===== src/rtl/oam_dma_if.sv =====
// Shared-bus signal bundle between the CPU side and the sprite OAM DMA engine.
// master = DMA engine, slave = CPU/bus-mux side.
interface oam_dma_if;
    logic [15:0] cpu_addr;
    logic [7:0]  cpu_data_out;
    logic        cpu_R_nW;
    logic [7:0]  Data_bus_in;
    logic [15:0] dma_addr;
    logic [7:0]  dma_data_out;
    logic        dma_R_nW;
    logic        dma_active;
    logic        cpu_halt;

    modport master (
        input  cpu_addr, cpu_data_out, cpu_R_nW, Data_bus_in,
        output dma_addr, dma_data_out, dma_R_nW, dma_active, cpu_halt
    );

    modport slave (
        output cpu_addr, cpu_data_out, cpu_R_nW, Data_bus_in,
        input  dma_addr, dma_data_out, dma_R_nW, dma_active, cpu_halt
    );
endinterface


===== src/rtl/oam_dma.sv =====
// Sprite OAM DMA: a CPU write to $4014 copies page $XX00-$XXFF to $2004 as read/write pairs.
// Define OAM_DMA_ALIGN_EN to add the parity register and the ALIGN cycle (513/514-cycle transfers).
module oam_dma (
    input  logic         clk_ph1,
    input  logic         rst,
    oam_dma_if.master    bus
);
    localparam logic [15:0] TRIG_ADDR = 16'h4014;
    localparam logic [15:0] DEST_ADDR = 16'h2004;

    typedef enum logic [2:0] {
        S_IDLE  = 3'd0,
        S_HALT  = 3'd1,
        S_ALIGN = 3'd2,
        S_READ  = 3'd3,
        S_WRITE = 3'd4
    } state_t;

    state_t     r_state, w_state_next;
    logic [7:0] r_page, w_page_next;
    logic [7:0] r_idx, w_idx_next;
    logic [7:0] r_latch, w_latch_next;
    logic       w_trig;

`ifdef OAM_DMA_ALIGN_EN
    logic       r_parity;
`endif

    // Exact decode: no mirroring, reads of $4014 ignored.
    assign w_trig = (r_state == S_IDLE) && !bus.cpu_R_nW && (bus.cpu_addr == TRIG_ADDR);

    always_ff @(posedge clk_ph1 or posedge rst) begin
        if (rst) begin
            r_state <= S_IDLE;
            r_page  <= 8'h00;
            r_idx   <= 8'h00;
            r_latch <= 8'h00;
`ifdef OAM_DMA_ALIGN_EN
            r_parity <= 1'b0;
`endif
        end else begin
            r_state <= w_state_next;
            r_page  <= w_page_next;
            r_idx   <= w_idx_next;
            r_latch <= w_latch_next;
`ifdef OAM_DMA_ALIGN_EN
            r_parity <= ~r_parity;
`endif
        end
    end

    always_comb begin
        w_state_next = r_state;
        w_page_next  = r_page;
        w_idx_next   = r_idx;
        w_latch_next = r_latch;
        case (r_state)
            S_IDLE: begin
                if (w_trig) begin
                    w_page_next  = bus.cpu_data_out;
                    w_idx_next   = 8'h00;
                    w_state_next = S_HALT;
                end
            end
            S_HALT: begin
`ifdef OAM_DMA_ALIGN_EN
                // Reads must land on even cycles; an even HALT needs one filler cycle.
                w_state_next = r_parity ? S_READ : S_ALIGN;
`else
                w_state_next = S_READ;
`endif
            end
            S_ALIGN: w_state_next = S_READ;
            S_READ: begin
                w_latch_next = bus.Data_bus_in;
                w_state_next = S_WRITE;
            end
            S_WRITE: begin
                // idx wraps inside the page; there is no carry into page.
                if (r_idx == 8'hFF) begin
                    w_state_next = S_IDLE;
                end else begin
                    w_idx_next   = r_idx + 8'd1;
                    w_state_next = S_READ;
                end
            end
            default: w_state_next = S_IDLE;
        endcase
    end

    // Bus outputs decode from registers only, so the mux select has no input-to-output path.
    always_comb begin
        bus.dma_addr     = 16'h0000;
        bus.dma_data_out = 8'h00;
        bus.dma_R_nW     = 1'b1;
        case (r_state)
            S_HALT, S_ALIGN: bus.dma_addr = {r_page, 8'h00};
            S_READ:          bus.dma_addr = {r_page, r_idx};
            S_WRITE: begin
                bus.dma_addr     = DEST_ADDR;
                bus.dma_R_nW     = 1'b0;
                bus.dma_data_out = r_latch;
            end
            default: ;
        endcase
    end

    assign bus.dma_active = (r_state != S_IDLE);
    assign bus.cpu_halt   = (r_state != S_IDLE);

endmodule


===== src/flat_wrapper.sv =====
// flat-port wrapper written by rule: the top's interface ports become plain ports
module oam_dma_flat 
  (clk_ph1, rst, bus_cpu_addr, bus_cpu_data_out, bus_cpu_R_nW, bus_Data_bus_in, bus_dma_addr, bus_dma_data_out, bus_dma_R_nW, bus_dma_active, bus_cpu_halt);
  oam_dma_if bus_i ();
  input  logic clk_ph1;
  input  logic rst;
  input wire logic [$bits(bus_i.cpu_addr)-1:0] bus_cpu_addr;
  input wire logic [$bits(bus_i.cpu_data_out)-1:0] bus_cpu_data_out;
  input wire logic [$bits(bus_i.cpu_R_nW)-1:0] bus_cpu_R_nW;
  input wire logic [$bits(bus_i.Data_bus_in)-1:0] bus_Data_bus_in;
  output wire logic [$bits(bus_i.dma_addr)-1:0] bus_dma_addr;
  output wire logic [$bits(bus_i.dma_data_out)-1:0] bus_dma_data_out;
  output wire logic [$bits(bus_i.dma_R_nW)-1:0] bus_dma_R_nW;
  output wire logic [$bits(bus_i.dma_active)-1:0] bus_dma_active;
  output wire logic [$bits(bus_i.cpu_halt)-1:0] bus_cpu_halt;
  assign bus_i.cpu_addr = bus_cpu_addr;
  assign bus_i.cpu_data_out = bus_cpu_data_out;
  assign bus_i.cpu_R_nW = bus_cpu_R_nW;
  assign bus_i.Data_bus_in = bus_Data_bus_in;
  assign bus_dma_addr = bus_i.dma_addr;
  assign bus_dma_data_out = bus_i.dma_data_out;
  assign bus_dma_R_nW = bus_i.dma_R_nW;
  assign bus_dma_active = bus_i.dma_active;
  assign bus_cpu_halt = bus_i.cpu_halt;
  oam_dma u_core (.clk_ph1(clk_ph1), .rst(rst), .bus(bus_i));
endmodule

===== config.mk =====
export PLATFORM = sky130hd
export DESIGN_NAME = oam_dma_flat
export DESIGN_NICKNAME = d
export VERILOG_FILES = /design/src/rtl/oam_dma_if.sv /design/src/rtl/oam_dma.sv /design/src/flat_wrapper.sv
export SDC_FILE = /design/constraint.sdc
export NUM_CORES = 1
export LEC_CHECK = 0
export ABC_AREA = 1
export BUFFER_PORTS_ARGS = -buffer_cell sky130_fd_sc_hd__buf_4
export CORE_MARGIN = 4
export CORE_UTILIZATION = 51
export DETAILED_ROUTE_END_ITERATION = 10
export GPL_TIMING_DRIVEN = 1
export PLACE_DENSITY = 0.94
export SLEW_MARGIN = 20
export SYNTH_ARGS = -nofsm -noshare
export SYNTH_HDL_FRONTEND = slang
export SYNTH_SLANG_ARGS = --single-unit

===== constraint.sdc =====
create_clock -name clk_ph1 -period 3.5 [get_ports clk_ph1]
set_input_delay 0.175 -clock clk_ph1 [delete_from_list [all_inputs] [get_ports clk_ph1]]
set_output_delay 0.175 -clock clk_ph1 [all_outputs]
set_load 0.005 [all_outputs]

==> run summary <==
======================================================================================
Gates resized, CTS repair ...............................................            0
Count of flip-flops with a built-in enable after synthesis ..............            0
Period Utilization, post-route ..........................................        0.570
Worst-path clk slew .....................................................      0.15 ns
Most area-consuming cells after synthesis ............................... sky130_fd_sc_hd__dfrtp_1 45%, sky130_fd_sc_hd__nor2_1 13%, sky130_fd_sc_hd__nand2_1 11%
Total CTS buffers .......................................................            3
Drt first pass iters ....................................................            4
Critical Path End Type ..................................................   output pin
Clock tree from TritonCTS ...............................................          yes
Yosys warning count .....................................................            0
Number of filler instances in the final layout ..........................          244
Initial DRC Count .......................................................           71
End-of-flow core utilization ............................................        0.717
Die area ................................................................   3910 sq um
Max-slew violations .....................................................            0
Required time worst endpoint ............................................      3.32 ns
Signed area change from the synthesized netlist to the final layout .....        32.6%
Number of buffers added to fix hold violations after cts ................            0
Worst Path Max Fanout ...................................................           19
Number of antenna violations at the first check in global routing .......            0
# Post-CTS Setup Buffers ................................................            0
Starting utilization of the core area ...................................        0.541
Post-synthesis net count ................................................          250
Post-route minimum period ...............................................      2.00 ns
Fraction of final layout cells sized beyond drive strength 1 ............        0.303
Average wire length per cell after detail routing ....................... 12.2 microns
#FFs+latches synth ......................................................           27
Final #Nets .............................................................          311
Global Route Usage Sum ..................................................        0.190
Standard cell core area .................................................   2810 sq um
Later-pin clock latency in the skew report ..............................      0.34 ns
Highest clock rate ......................................................    0.501 GHz
Grt ovf .................................................................            0
Area share of the largest cell type after synthesis .....................        0.445
Slowest stage delay, CP .................................................      0.51 ns
RSZ-0062 raised after global routing ....................................           no
Crit path DAT ...........................................................      1.82 ns
Asr flop ratio synth ....................................................         1.00
Pin count of the biggest net entering global routing ....................           28
Syn Std Cell Area .......................................................   1520 sq um
Num ports ...............................................................           62
Post-synthesis cell count ...............................................          214
Final setup violation count .............................................            0
Worst setup margin ......................................................      1.50 ns
Type of the most critical hold path ..................................... primary input to flip-flop
Worst vdd ir ............................................................     0.199 mV
Mean post-synth cell area ...............................................   7.09 sq um
Tightest slew margin relative to the limit ..............................        0.372
Most frequent cell after synthesis ...................................... sky130_fd_sc_hd__nor2_1
Primary flip-flop cell chosen by synthesis mapping ...................... sky130_fd_sc_hd__dfrtp_1
Vertical extent of the die .............................................. 62.6 microns
TNS Setup ...............................................................         0 ns
Horizontal extent of the die ............................................ 62.6 microns
Final wirelength ........................................................ 3730 microns
Power density over the cells ............................................  250 nW/um^2
Slowest stage cell on the critical path ................................. sky130_fd_sc_hd__nor2_2
Final design instance area without fill .................................   2010 sq um
Post-Route Hold Slack ...................................................    0.0315 ns
WS Path Type ............................................................ flip-flop to output pin
Inst Count DP ...........................................................          300
Weighted congestion reported at the end of routability-driven placement .        0.938
Remaining antenna violation count after routing .........................            0
Vias post-DR ............................................................         1500
Number of library cell types mapped by synthesis ........................           25
Dpl ws ..................................................................      1.87 ns
Top post-synthesis cells by count ....................................... 51 x sky130_fd_sc_hd__nor2_1, 45 x sky130_fd_sc_hd__nand2_1, 34 x sky130_fd_sc_hd__inv_1
Standard cell area after detailed placement .............................   1970 sq um
Multi-input gate area in the final layout ...............................    649 sq um
Worst Max-Slew Pin Slew .................................................     0.937 ns
Estimated wirelength of the detail-placed design ........................ 2810 microns
Max Buffers Root-to-Sink ................................................            2
Fin cells ...............................................................          305
First-pass GRT wire length .............................................. 6130 microns
Number of hold violations in the final report ...........................            0
Leak ....................................................................      1.16 nW
Count of buffers from port buffering ....................................           61
Drt drc .................................................................            0
Run status .............................................................. complete, no violations
Ant. Diodes .............................................................            0
Clock net sink count ....................................................           27
Power consumption .......................................................     0.503 mW
Maxcap violations .......................................................            0
Most area-hungry cell type in the Yosys netlist ......................... sky130_fd_sc_hd__dfrtp_1
Ordered list of cells on the worst path ................................. nand2_1 > nor2_2 > inv_2 > nor2_1 > buf_4
Number of global-route vias before repair ...............................         1435
Number of vias per cell .................................................         4.92
Part of the Yosys area used for sequential elements .....................        0.445
Critical path startpoint category .......................................    flip-flop
Floorplan row count .....................................................           19
Root Buffer Master ...................................................... sky130_fd_sc_hd__clkbuf_4
Clock tree skew after final layout ......................................    0.0141 ns
H-tree levels ...........................................................            1
Footprint of the flip-flops and latches .................................    676 sq um
======================================================================================
[report_power, final]
group / total (mW) / switching (mW) / internal [mW]
combinational: 0.0467 / 0.0181 / 0.0286
clock: 0.139 / 0.0949 / 0.0438
sequential: 0.318 / 0.00123 / 0.317
total: 0.503 / 0.114 / 0.389
[area by class of cell]
| class | count | area share |
|---|---|---|
| Multi-Input combinational cell | 141 | 0.323 |
| Tap cell | 31 | 0.0193 |
| Timing Repair Buffer | 62 | 0.233 |
| Clock buffer | 3 | 0.0112 |
| Inverter | 40 | 0.0746 |
| Clock inverter | 1 | 0.00373 |
| Sequential cell | 27 | 0.336 |
[sequential cells by signal, summed over array words and instances, names as in the netlist]
signal,count
u_core.r_state,3
u_core.r_idx,8
u_core.r_latch,8
u_core.r_page,8
[logic make-up after synthesis]
group                    count (synthesis)  synth area share
XOR/XNOR                                 1           0.00577
buffers and inverters                   46             0.127
flip-flops                              27             0.445
adder cells (fa/ha/maj)                  1           0.00824
AND/OR/NAND/NOR                        124             0.357
AO/OA/AOI/OAI                           15            0.0569
[worst paths after layout]
check	to	slack (ns)	cells past startpoint	startpoint
setup / recovery	bus_dma_addr[0]	1.50	5	u_core.r_state[0]$_DFFE_PP0P_
hold / removal	u_core.r_latch[5]$_DFFE_PP0N_	0.03	3	bus_Data_bus_in[5]
setup reg to reg	u_core.r_idx[3]$_DFFE_PP0P_	1.86	8	u_core.r_idx[0]$_DFFE_PP0P_
hold reg to reg	u_core.r_latch[6]$_DFFE_PP0N_	0.55	2	u_core.r_latch[6]$_DFFE_PP0N_
max in group asynchronous	u_core.r_idx[7]$_DFFE_PP0P_	2.57	3	rst
min in group asynchronous	u_core.r_page[4]$_DFFE_PP0P_	0.48	3	rst
[placed cells by master, fill, tap and decap left out, types with 2 or more instances in the layout]
cell | netlist | routed
sky130_fd_sc_hd__o21ai_0 | 11 | 11
sky130_fd_sc_hd__buf_4 | 3 | 61
sky130_fd_sc_hd__inv_2 | 6 | 6
sky130_fd_sc_hd__clkbuf_4 | 0 | 3
sky130_fd_sc_hd__nand4_1 | 2 | 2
sky130_fd_sc_hd__dfrtp_1 | 27 | 27
sky130_fd_sc_hd__nor2_1 | 51 | 51
sky130_fd_sc_hd__nor2_2 | 4 | 4
sky130_fd_sc_hd__nand2_2 | 3 | 3
sky130_fd_sc_hd__inv_1 | 34 | 33
sky130_fd_sc_hd__nand3_1 | 13 | 13
sky130_fd_sc_hd__nand2_1 | 45 | 45
sky130_fd_sc_hd__nor2_4 | 2 | 2
[worst max-delay path, delay by kind of cell (launching register included)]
family                 cells  cell delay (ns)
DFF                        1             0.42
buffers and inverters      2             0.31
and+or+nand+nor            3             0.77
[metal layers]
| metal | up-vias | routed length [microns] | global-route usage |
|---|---|---|---|
| li1 | 759 | - | - |
| met1 | 668 | 1470 | 0.218 |
| met2 | 66 | 1870 | 0.349 |
| met3 | 7 | 350 | 0.0468 |
| met4 | 0 | 45 | 0.0551 |
| met5 | - | 0 | 0 |
Note: power is estimated with default switching activity, not from simulation.
